[config.mk]
export PLATFORM = sky130hd
export DESIGN_NAME = gate_vec_gen
export DESIGN_NICKNAME = d
export VERILOG_FILES = /design/src/rtl/gate_vec_pkg.sv /design/src/rtl/gate_vec_gen_ref.sv /design/src/rtl/gate_vec_gen.sv
export SDC_FILE = /design/constraint.sdc
export NUM_CORES = 1
export LEC_CHECK = 0
export BUFFER_PORTS_ARGS = -buffer_cell sky130_fd_sc_hd__buf_2
export CORE_ASPECT_RATIO = 0.9
export CORE_MARGIN = 5
export CORE_UTILIZATION = 44
export DETAILED_ROUTE_END_ITERATION = 6
export PLACE_DENSITY = 0.76
export SYNTH_ARGS = -nofsm -noshare
export SYNTH_HDL_FRONTEND = slang
export SYNTH_HIERARCHICAL = 1
export SYNTH_SLANG_ARGS = --single-unit
export TNS_END_PERCENT = 100
[constraint.sdc]
create_clock -name iClk -period 1.44 [get_ports iClk]
set_input_delay 0.216 -clock iClk [delete_from_list [all_inputs] [get_ports iClk]]
set_output_delay 0.216 -clock iClk [all_outputs]
set_load 0.03 [all_outputs]
[src/rtl/gate_vec_pkg.sv]
// gate_vec_pkg: shared types and constants for the gate stimulus sequencer.
// Latency: n/a (declarations only).
// Backpressure: n/a.
package gate_vec_pkg;

  // Number of (A,B) input combinations swept per pass
  localparam int NUM_VEC = 4;

  typedef enum logic [1:0] {
    IDLE  = 2'd0,
    DRIVE = 2'd1,
    DONE  = 2'd2
  } state_t;

  // Expected/observed gate outputs. Field names avoid the gate-primitive keywords.
  typedef struct packed {
    logic andV;
    logic orV;
    logic notV;
    logic nandV;
    logic nand2V;
  } gate_out_t;

  // Bits needed to count 0..n-1, never less than one
  function automatic int cntWidth(input int n);
    return (n > 1) ? $clog2(n) : 1;
  endfunction

endpackage

[src/rtl/gate_vec_gen_ref.sv]
// gate_ref_model: expected gate outputs for a given (A,B) pair.
// Latency: purely combinational, zero cycles.
// Backpressure: none.
module gate_ref_model
  import gate_vec_pkg::*;
(
  input  logic      iA,
  input  logic      iB,
  output gate_out_t oExp
);

  // Truth table of every gate under test
  always_comb begin
    oExp        = '0;
    oExp.andV   = iA & iB;
    oExp.orV    = iA | iB;
    oExp.notV   = ~iA;
    oExp.nandV  = ~(iA & iB);
    oExp.nand2V = ~(iA & iB);
  end

endmodule

[src/rtl/gate_vec_gen.sv]
// gate_vec_gen: sweeps (A,B) through 00,01,10,11, HOLD_CYCLES each, REPEAT passes; GATE_VEC_CHECK_EN adds an output checker.
// Latency: first vector driven from the edge that accepts iStart; oDone one cycle after the last driven cycle.
// Backpressure: none; iStart outside IDLE is dropped, not queued.
module gate_vec_gen
  import gate_vec_pkg::*;
#(
  parameter int HOLD_CYCLES = 100,
  parameter int REPEAT      = 1
) (
  input  logic       iClk,
  input  logic       iRst,
  input  logic       iStart,
  input  logic       iAND,
  input  logic       iOR,
  input  logic       iNOT,
  input  logic       iNAND,
  input  logic       iNAND2,
  output logic       oA,
  output logic       oB,
  output logic       oValid,
  output logic       oBusy,
  output logic [1:0] oIdx,
  output logic       oDone,
  output logic       oErr,
  output logic [1:0] oErrIdx
);

  localparam int HOLD_W = cntWidth(HOLD_CYCLES);
  localparam int PASS_W = cntWidth(REPEAT);

  state_t            state;
  state_t            nextState;
  logic [HOLD_W-1:0] holdCnt;
  logic [1:0]        idxCnt;
  logic [PASS_W-1:0] passCnt;
  logic              lastHold;
  logic              lastVec;
  logic              lastPass;

  assign lastHold = (holdCnt == HOLD_W'(HOLD_CYCLES - 1));
  assign lastVec  = (idxCnt == 2'(NUM_VEC - 1));
  assign lastPass = (passCnt == PASS_W'(REPEAT - 1));

  // State register
  always_ff @(posedge iClk) begin
    if (iRst) state <= IDLE;
    else      state <= nextState;
  end

  // Next-state and status outputs; vector outputs are forced to zero outside DRIVE
  always_comb begin
    nextState = state;
    oValid    = 1'b0;
    oBusy     = 1'b0;
    oDone     = 1'b0;
    oIdx      = 2'd0;
    case (state)
      IDLE: begin
        if (iStart) nextState = DRIVE;
      end
      DRIVE: begin
        oValid = 1'b1;
        oBusy  = 1'b1;
        oIdx   = idxCnt;
        if (lastHold && lastVec && lastPass) nextState = DONE;
      end
      DONE: begin
        oBusy     = 1'b1;
        oDone     = 1'b1;
        nextState = IDLE;
      end
      default: nextState = IDLE;
    endcase
  end

  assign oA = oIdx[1];
  assign oB = oIdx[0];

  // Hold/index/pass counters; parked at zero outside DRIVE so a start always begins at vector 0
  always_ff @(posedge iClk) begin
    if (iRst || (state != DRIVE)) begin
      holdCnt <= '0;
      idxCnt  <= '0;
      passCnt <= '0;
    end else if (lastHold) begin
      holdCnt <= '0;
      idxCnt  <= idxCnt + 1'b1;
      if (lastVec && !lastPass) passCnt <= passCnt + 1'b1;
    end else begin
      holdCnt <= holdCnt + 1'b1;
    end
  end

`ifdef GATE_VEC_CHECK_EN
  gate_out_t expOut;
  gate_out_t actOut;
  logic      mismatch;
  logic      errReg;
  logic [1:0] errIdxReg;

  gate_ref_model uRef (
    .iA   (oA),
    .iB   (oB),
    .oExp (expOut)
  );

  assign actOut   = {iAND, iOR, iNOT, iNAND, iNAND2};
  // 4-state compare so X/Z feedback is reported rather than silently accepted
  assign mismatch = (actOut !== expOut);

  // Sticky first-mismatch capture, sampled on the final hold cycle of each vector
  always_ff @(posedge iClk) begin
    if (iRst) begin
      errReg    <= 1'b0;
      errIdxReg <= 2'd0;
    end else if ((state == IDLE) && iStart) begin
      errReg    <= 1'b0;
      errIdxReg <= 2'd0;
    end else if ((state == DRIVE) && lastHold && mismatch && !errReg) begin
      errReg    <= 1'b1;
      errIdxReg <= idxCnt;
    end
  end

  assign oErr    = errReg;
  assign oErrIdx = errIdxReg;
`else
  // Checker absent: feedback inputs are deliberately ignored
  logic unusedChk;
  assign unusedChk = ^{iAND, iOR, iNOT, iNAND, iNAND2};
  assign oErr      = 1'b0;
  assign oErrIdx   = 2'd0;
`endif

endmodule

==> results of run 1 <==
==> what timing repair did <==
item                                    CTS  global route
setup buffers                             2             5
pin swaps                                 2             5
cloned                                    0             0
resized for setup                         1            14
endpoints found under the setup margin    8            15
==> state kept, by name (all words and copies together) (netlist names) <==
register,count
passCnt,1
holdCnt,7
state,2
idxCnt,2
==> layout by cell type (no fill, tap or decap), types with 2 or more instances in the layout <==
master and n:
nor2_1 4, nor2b_1 3, clkbuf_4 4, or3_1 3
ha_4 3, conb_1 3, a21oi_1 3, buf_6 2
o21ai_0 5, nand2_1 3, buf_4 12, nand2b_1 3
xor2_1 2, buf_2 8, nand3_1 3, inv_1 2
and2_2 2, dfxtp_2 5, dfxtp_1 7, ha_1 3
nor2_2 3
==> layout make-up <==
class	instances	area [um^2]
sequential	12	246.5
fill	131	546.8
inverter	3	11.26
tap	15	18.77
multi-input combinational	57	441.7
clock buffer	3	22.52
timing repair buffer	23	160.2
==> path summary, 6_finish.rpt <==
check	start	endpoint	slack [ps]	depth (start not counted)
hold reg to reg	passCnt	passCnt	430	2
hold / removal	iRst	state[1]	240	2
setup / recovery	idxCnt[1]	state[0]	-60	4
setup reg to reg	idxCnt[1]	state[0]	-60	4
==> report_power, final <==
part           internal [uW]  switching (uW)
clock network           96.7            98.8
logic                    171             248
registers                365            36.3
total                    633             383
==> worst reg2reg max path, stage by stage (launching register included) <==
cell and delay [ps]:
dfxtp_2 350, ha_4 130, or4b_4 460, or2_4 250, a221oi_2 220
==> per-layer routing <==
layer / GRT usage (%) / wire (um)
met4: 8.065 / 24
met1: 12.07 / 592
met2: 18.51 / 573
met3: 1.905 / 56
met5: 0 / 0
==> cell families after synthesis <==
kind of cell    synth area share [%]
xor+xnor                       3.933
flops                          35.95
simple gates                   26.41
other cells                   0.5613
buf+inv                        7.304
fa+ha+maj                      11.24
mux                            1.498
compound gates                 13.11
==> stage by stage <==
stage                     utilization [%]  setup TNS [ps]
final                               62.23          -99.07
after global routing                62.23          -453.0
after CTS                           56.35          -404.8
after floorplan                         -          -25.13
after global placement              53.50          -159.3
after detailed placement            53.50          -191.6
==> flow_summary_export.csv, run 1 <==
group,metric,value,unit
outcome,outcome,"finished, violations left",
outcome,violations,"negative setup slack",
die,ioPinCount,18,
global_routing,grt_usage,10.68,%
yosys,async_flop_share,0,%
power,leakagePower,0.0003716,uW
worst_setup_path,worst-setup-path-type,"reg -> reg",
drt,route.vias.total,564,
sta,clock_skew,1.249,ps
global_routing,antenna_found_initial,0,
yosys,syn_inst,75,
die,die_h,46.97,um
worst_setup_path,cp_num_buf_inv,0,
yosys,synth_area,668.1,um^2
cells_and_area,antenna_cells,0,
placement,gp_congestion,0.7147,
drt,drc,0,
yosys,synth_top_area_share,35.96,%
sta,min_period,1495,ps
cells_and_area,final_nets,114,
placement,place_hpwl,936.9,um
yosys,ys_seq_area_share,35.96,%
cts,clock_sinks,12,
cts,cts_root_buf,"clkbuf_4",
power,vdd_drop_max,0.0007644,V
cts,h-tree-depth,1,
global_routing,grt_max_degree,8,
global_routing,grt_pass1_wl,1856,um
sta,clock.fmax,0.6689,GHz
power,power-per-cell-area,1127,mW/mm^2
sta,hold_viol,0,
sta,whs,235.5,ps
worst_setup_path,critPathLaunchType,"flop",
worst_setup_path,slowest_stage,"or4b_4",
placement,placed_cell_area,774.5,um^2
sta,setup_ws,-55.04,ps
yosys,avgSynthCellArea,8.909,um^2
die,core_region_area,0.001448,mm^2
yosys,yosys.area.top_type,"dfxtp_1",
global_routing,grt_pass1_vias,456,
placement,dp.cells,103,
job,drv_cap,0,
drt,final_antenna_net_count,0,
yosys,yosysMostFrequentCell,"dfxtp_1",
yosys,yosysUniqueCellTypes,28,
power,p_total,1015,uW
yosys,yosysWarnings,6,
die,row_count,13,
cells_and_area,drive_gt1_share,46.94,%
sta,rsz0062_at_grt,"yes",
yosys,synth-edff-count,0,
drt,wirelength,1247,um
drt,wl_per_cell,11.04,um
sta,finalSetupViolCount,3,
worst_setup_path,crit_family,"simple AND/OR/NAND/NOR gates",
worst_setup_path,required,1620,ps
cts,clkSlewWorstSetupHoldPaths,70,ps
cts,clk_path_buf_depth,2,
hold_path,hp-class,"in -> reg",
cts,cts_inserted_buffers,3,
cells_and_area,finalInstanceArea,900.9,um^2
global_routing,overflow,0,
worst_setup_path,max_stage_delay,460,ps
placement,portBuffers,9,
worst_setup_path,cp_cell_sequence,"ha_4 -> or4b_4 -> or2_4 -> a221oi_2",
die,initial_core_util,46.15,%
worst_setup_path,end_kind,"flop",
cts,clk_latency,270,ps
drt,dr.first_iter.drc_count,10,
sta,report.final.slew_viol_count,0,
drt,firstDrtPassIters,4,
die,die-area,0.002399,mm^2
placement,post-place-ws,-82.67,ps
cells_and_area,final_cells,113,
cts,cts_tree,"built",
sta,period_share,103.8,%
yosys,synth_commonest_cells,"dfxtp_1 (12), nor2_1 (7), ha_1 (6)",
cts,postCtsHoldBufs,0,
yosys,synth-main-ff-cell,"dfxtp_1",
yosys,ys_ff_latch,12,
drt,viasPerCell,4.991,
worst_setup_path,crit_arrival,1680,ps
die,die_x,51.08,um
cells_and_area,syn_to_final_growth,34.83,%
yosys,synthTopCellsByArea,"dfxtp_1 (36%), ha_1 (11%), buf_4 (5.6%)",
worst_setup_path,path_max_fanout,2,
Power figures use the tool's default switching activity.
==> run 2, diff against run 1 <==
ABC_AREA = 1   (was unset)
CORE_ASPECT_RATIO = unset   (was 0.9)
PLACE_DENSITY = 0.77   (was 0.76)
==> run 2 against run 1 <==
  * The run now ends clean
  * First-iteration DRC count is 30% lower
  * Maximum frequency is 8.8% higher
  * Critical path depth is 1 lower
  * Critical endpoint is now oBusy
  * Utilization is 8.9 points lower
  * Final cell count is 4.4% lower
  * Global-route usage is 0.77 points higher
  * Clock-buffer cell count stayed put
  * Clock skew is 0.98 ps higher
  * Combinational power is 1% lower
  * Critical path type is now reg -> out
==> flow_summary_export.csv, run 2 <==
group,metric,value,unit
hold_path,min_path_cells,4,
cts,clk_path_buf_depth,2,
yosys,avgSynthCellArea,7.537,um^2
hold_path,hp-class,"in -> reg",
die,die_h,47.93,um
power,vdd_drop_max,0.001013,V
worst_setup_path,critPathLaunchType,"flop",
power,power-per-cell-area,1434,mW/mm^2
drt,wl_per_cell,10.29,um
global_routing,grt_pass1_wl,1752,um
power,power.share.switching,41.09,%
global_routing,grt_usage,11.46,%
cells_and_area,fillCellCount,137,
die,die-area,0.002297,mm^2
yosys,async_flop_share,0,%
cts,cts_setup_buffers,0,
worst_setup_path,path_max_fanout,4,
cells_and_area,finalInstanceArea,710.7,um^2
cts,clock_sinks,12,
cells_and_area,antenna_cells,0,
cells_and_area,final_cells,108,
cts,cts_root_buf,"clkbuf_4",
drt,firstDrtPassIters,4,
power,leakagePower,0.0003429,uW
yosys,yosysUniqueCellTypes,21,
sta,clock_skew,2.233,ps
yosys,yosys.area.top_type,"dfxtp_1",
cells_and_area,largest_reg_flops,7,
outcome,outcome,"complete, no violations",
worst_setup_path,end_kind,"output pin",
worst_setup_path,r2r-end,"state[1]",
drt,dr.first_iter.drc_count,7,
sta,hold_viol,0,
worst_setup_path,reg2reg_from,"holdCnt[0]",
drt,viasPerCell,4.694,
cells_and_area,syn_to_final_growth,12.25,%
cells_and_area,drive_gt1_share,24.73,%
die,core_region_area,0.001334,mm^2
yosys,syn_inst,84,
worst_setup_path,crit_arrival,1160,ps
yosys,synth_area,633.1,um^2
hold_path,hold_end,"state[1]",
global_routing,overflow,0,
cts,cts_tree,"built",
cells_and_area,mostFrequentLayoutCell,"nand2_1",
worst_setup_path,worst-r2r-cell-count,8,
yosys,yosysMostFrequentCell,"nand2_1",
power,p_clk_share,19.6,%
global_routing,grt_max_degree,8,
global_routing,antenna_found_initial,0,
sta,finalSetupViolCount,0,
job,drv_cap,0,
cells_and_area,multi_input_area,322.8,um^2
worst_setup_path,cp_num_buf_inv,2,
worst_setup_path,cp.depth,3,
power,power.internal,600.5,uW
cells_and_area,regArea,244.0,um^2
worst_setup_path,required,1220,ps
worst_setup_path,slowest_stage,"dfxtp_4",
placement,gp_congestion,0.7198,
worst_setup_path,max_stage_delay,380,ps
yosys,yosysWarnings,6,
die,ioPinCount,18,
sta,tns,0,ps
power,p_seq_share,40.0,%
cts,clkSlewWorstSetupHoldPaths,70,ps
sta,period_share,95.40,%
global_routing,grt_pass1_vias,450,
worst_setup_path,r2r_slack,140,ps
sta,clock.fmax,0.7279,GHz
cells_and_area,largest-register,"holdCnt",
drt,wirelength,1111,um
placement,placed_cell_area,669.4,um^2
power,combPwrFrac,40.4,%
placement,place_hpwl,823,um
die,initial_core_util,47.47,%
drt,drc,0,
cts,h-tree-depth,1,
yosys,synth-main-ff-cell,"dfxtp_1",
power,netSwitchingPower,418.8,uW
worst_setup_path,worst-setup-path-type,"reg -> out",
yosys,synth_top_area_share,37.94,%
yosys,synth_commonest_cells,"nand2_1 (13), dfxtp_1 (12), inv_1 (12)",
worst_setup_path,crit_family,"flip-flops",
hold_path,hold_start,"iRst",
worst_setup_path,cp_cell_sequence,"inv_1 -> ha_1 -> buf_2",
yosys,synthTopCellsByArea,"dfxtp_1 (38%), ha_1 (12%), nand2_1 (7.7%)",
placement,portBuffers,9,
drt,final_antenna_net_count,0,
yosys,synth-edff-count,0,
cells_and_area,top_regs,"holdCnt x7, idxCnt x2, state x2",
cells_and_area,layout_common_cells,"nand2_1 (13), inv_1 (11), dfxtp_1 (11), nor2_1 (8), buf_2 (7)",
cts,clk_latency,260,ps
die,die_x,47.93,um
yosys,ys_ff_latch,12,
cts,cts_inserted_buffers,3,
drt,route.vias.total,507,
placement,dp.cells,105,
sta,report.final.slew_viol_count,0,
yosys,ys_seq_area_share,37.94,%
cells_and_area,final_nets,109,
sta,min_period,1374,ps
die,row_count,13,
-- run 2: changes by cell type after synthesis, sizes merged, moves of 3 or more --
cell    previous run  this run
nand2b             3         0
nand2              3        15
inv                3        14
o21ai              6         3
a21oi              4         7
nor2b              3         0
-- run 2: final cells by class --
type | count | area share (%)
clock buffers | 3 | 3.169
flip-flops and latches | 12 | 34.33
multi-input cells | 55 | 45.42
repair buffers | 9 | 7.042
well taps | 15 | 2.641
inverters | 14 | 7.394
-- run 2: tightest hold or removal path, delay by kind of cell --
kind	cells	cell delay, ps
buffers and inverters	2	130
AND/OR/NAND/NOR	2	110
-- run 2: cells by family (layout without fill, tap and decap cells) --
logic type / Yosys count / count (layout) / synth area share (%)
buffers and inverters: 19 / 26 / 14.23
other: 1 / 3 / 0.5923
flip-flops: 12 / 12 / 37.94
adder cells (fa/ha/maj): 6 / 6 / 11.86
XOR/XNOR: 1 / 1 / 1.384
AO/OA/AOI/OAI: 10 / 10 / 8.498
AND/OR/NAND/NOR: 35 / 35 / 25.50
-- run 2: stage by stage --
| stage | util [%] | hold slack (ps) | setup slack (ps) | power, uW |
|---|---|---|---|---|
| 2_1_floorplan | - | 383.6 | 26.61 | 731.4 |
| 6_report | 53.28 | 231.3 | 66.19 | 1019 |
| 3_3_place_gp | 50.19 | 431.4 | 196.1 | 775.9 |
| 5_1_grt | 53.28 | 242.3 | -5.483 | 1104 |
| 4_1_cts | 51.88 | 228.8 | 1.823 | 995.3 |
| 3_5_place_dp | 50.19 | 441.8 | 137.1 | 790.3 |
-- run 2: per-layer routing --
metal | up-vias | global-route usage [%] | routed length, um
met4 | 0 | 8.065 | 21
met2 | 6 | 20.05 | 622
met5 | - | 0 | 0
li1 | 272 | - | -
met1 | 227 | 11.41 | 435
met3 | 2 | 3.383 | 33
-- run 2: what timing repair did --
item | 4_1_cts | 5_1_grt
resized for setup | 0 | 6
hold buffers | 0 | 0
setup endpoints to repair | 0 | 5
-- run 2: power by group through the flow --
stage | sequential [uW] | clock, uW | combinational, uW
2_1_floorplan | 396 | 0 | 335
3_3_place_gp | 401 | 0 | 375
3_5_place_dp | 401 | 0 | 389
4_1_cts | 393 | 203 | 399
5_1_grt | 412 | 232 | 460
6_report | 408 | 200 | 412
-- run 2: how the worst max path moves through the flow --
stage                           to       start  slack (ps)
after floorplan            oIdx[0]    state[1]          30
after global placement    state[1]  holdCnt[0]         200
after detailed placement  state[1]  holdCnt[0]         140
after CTS                       oB    state[1]           2
after global routing            oA    state[1]          -5
final                        oBusy    state[0]          70
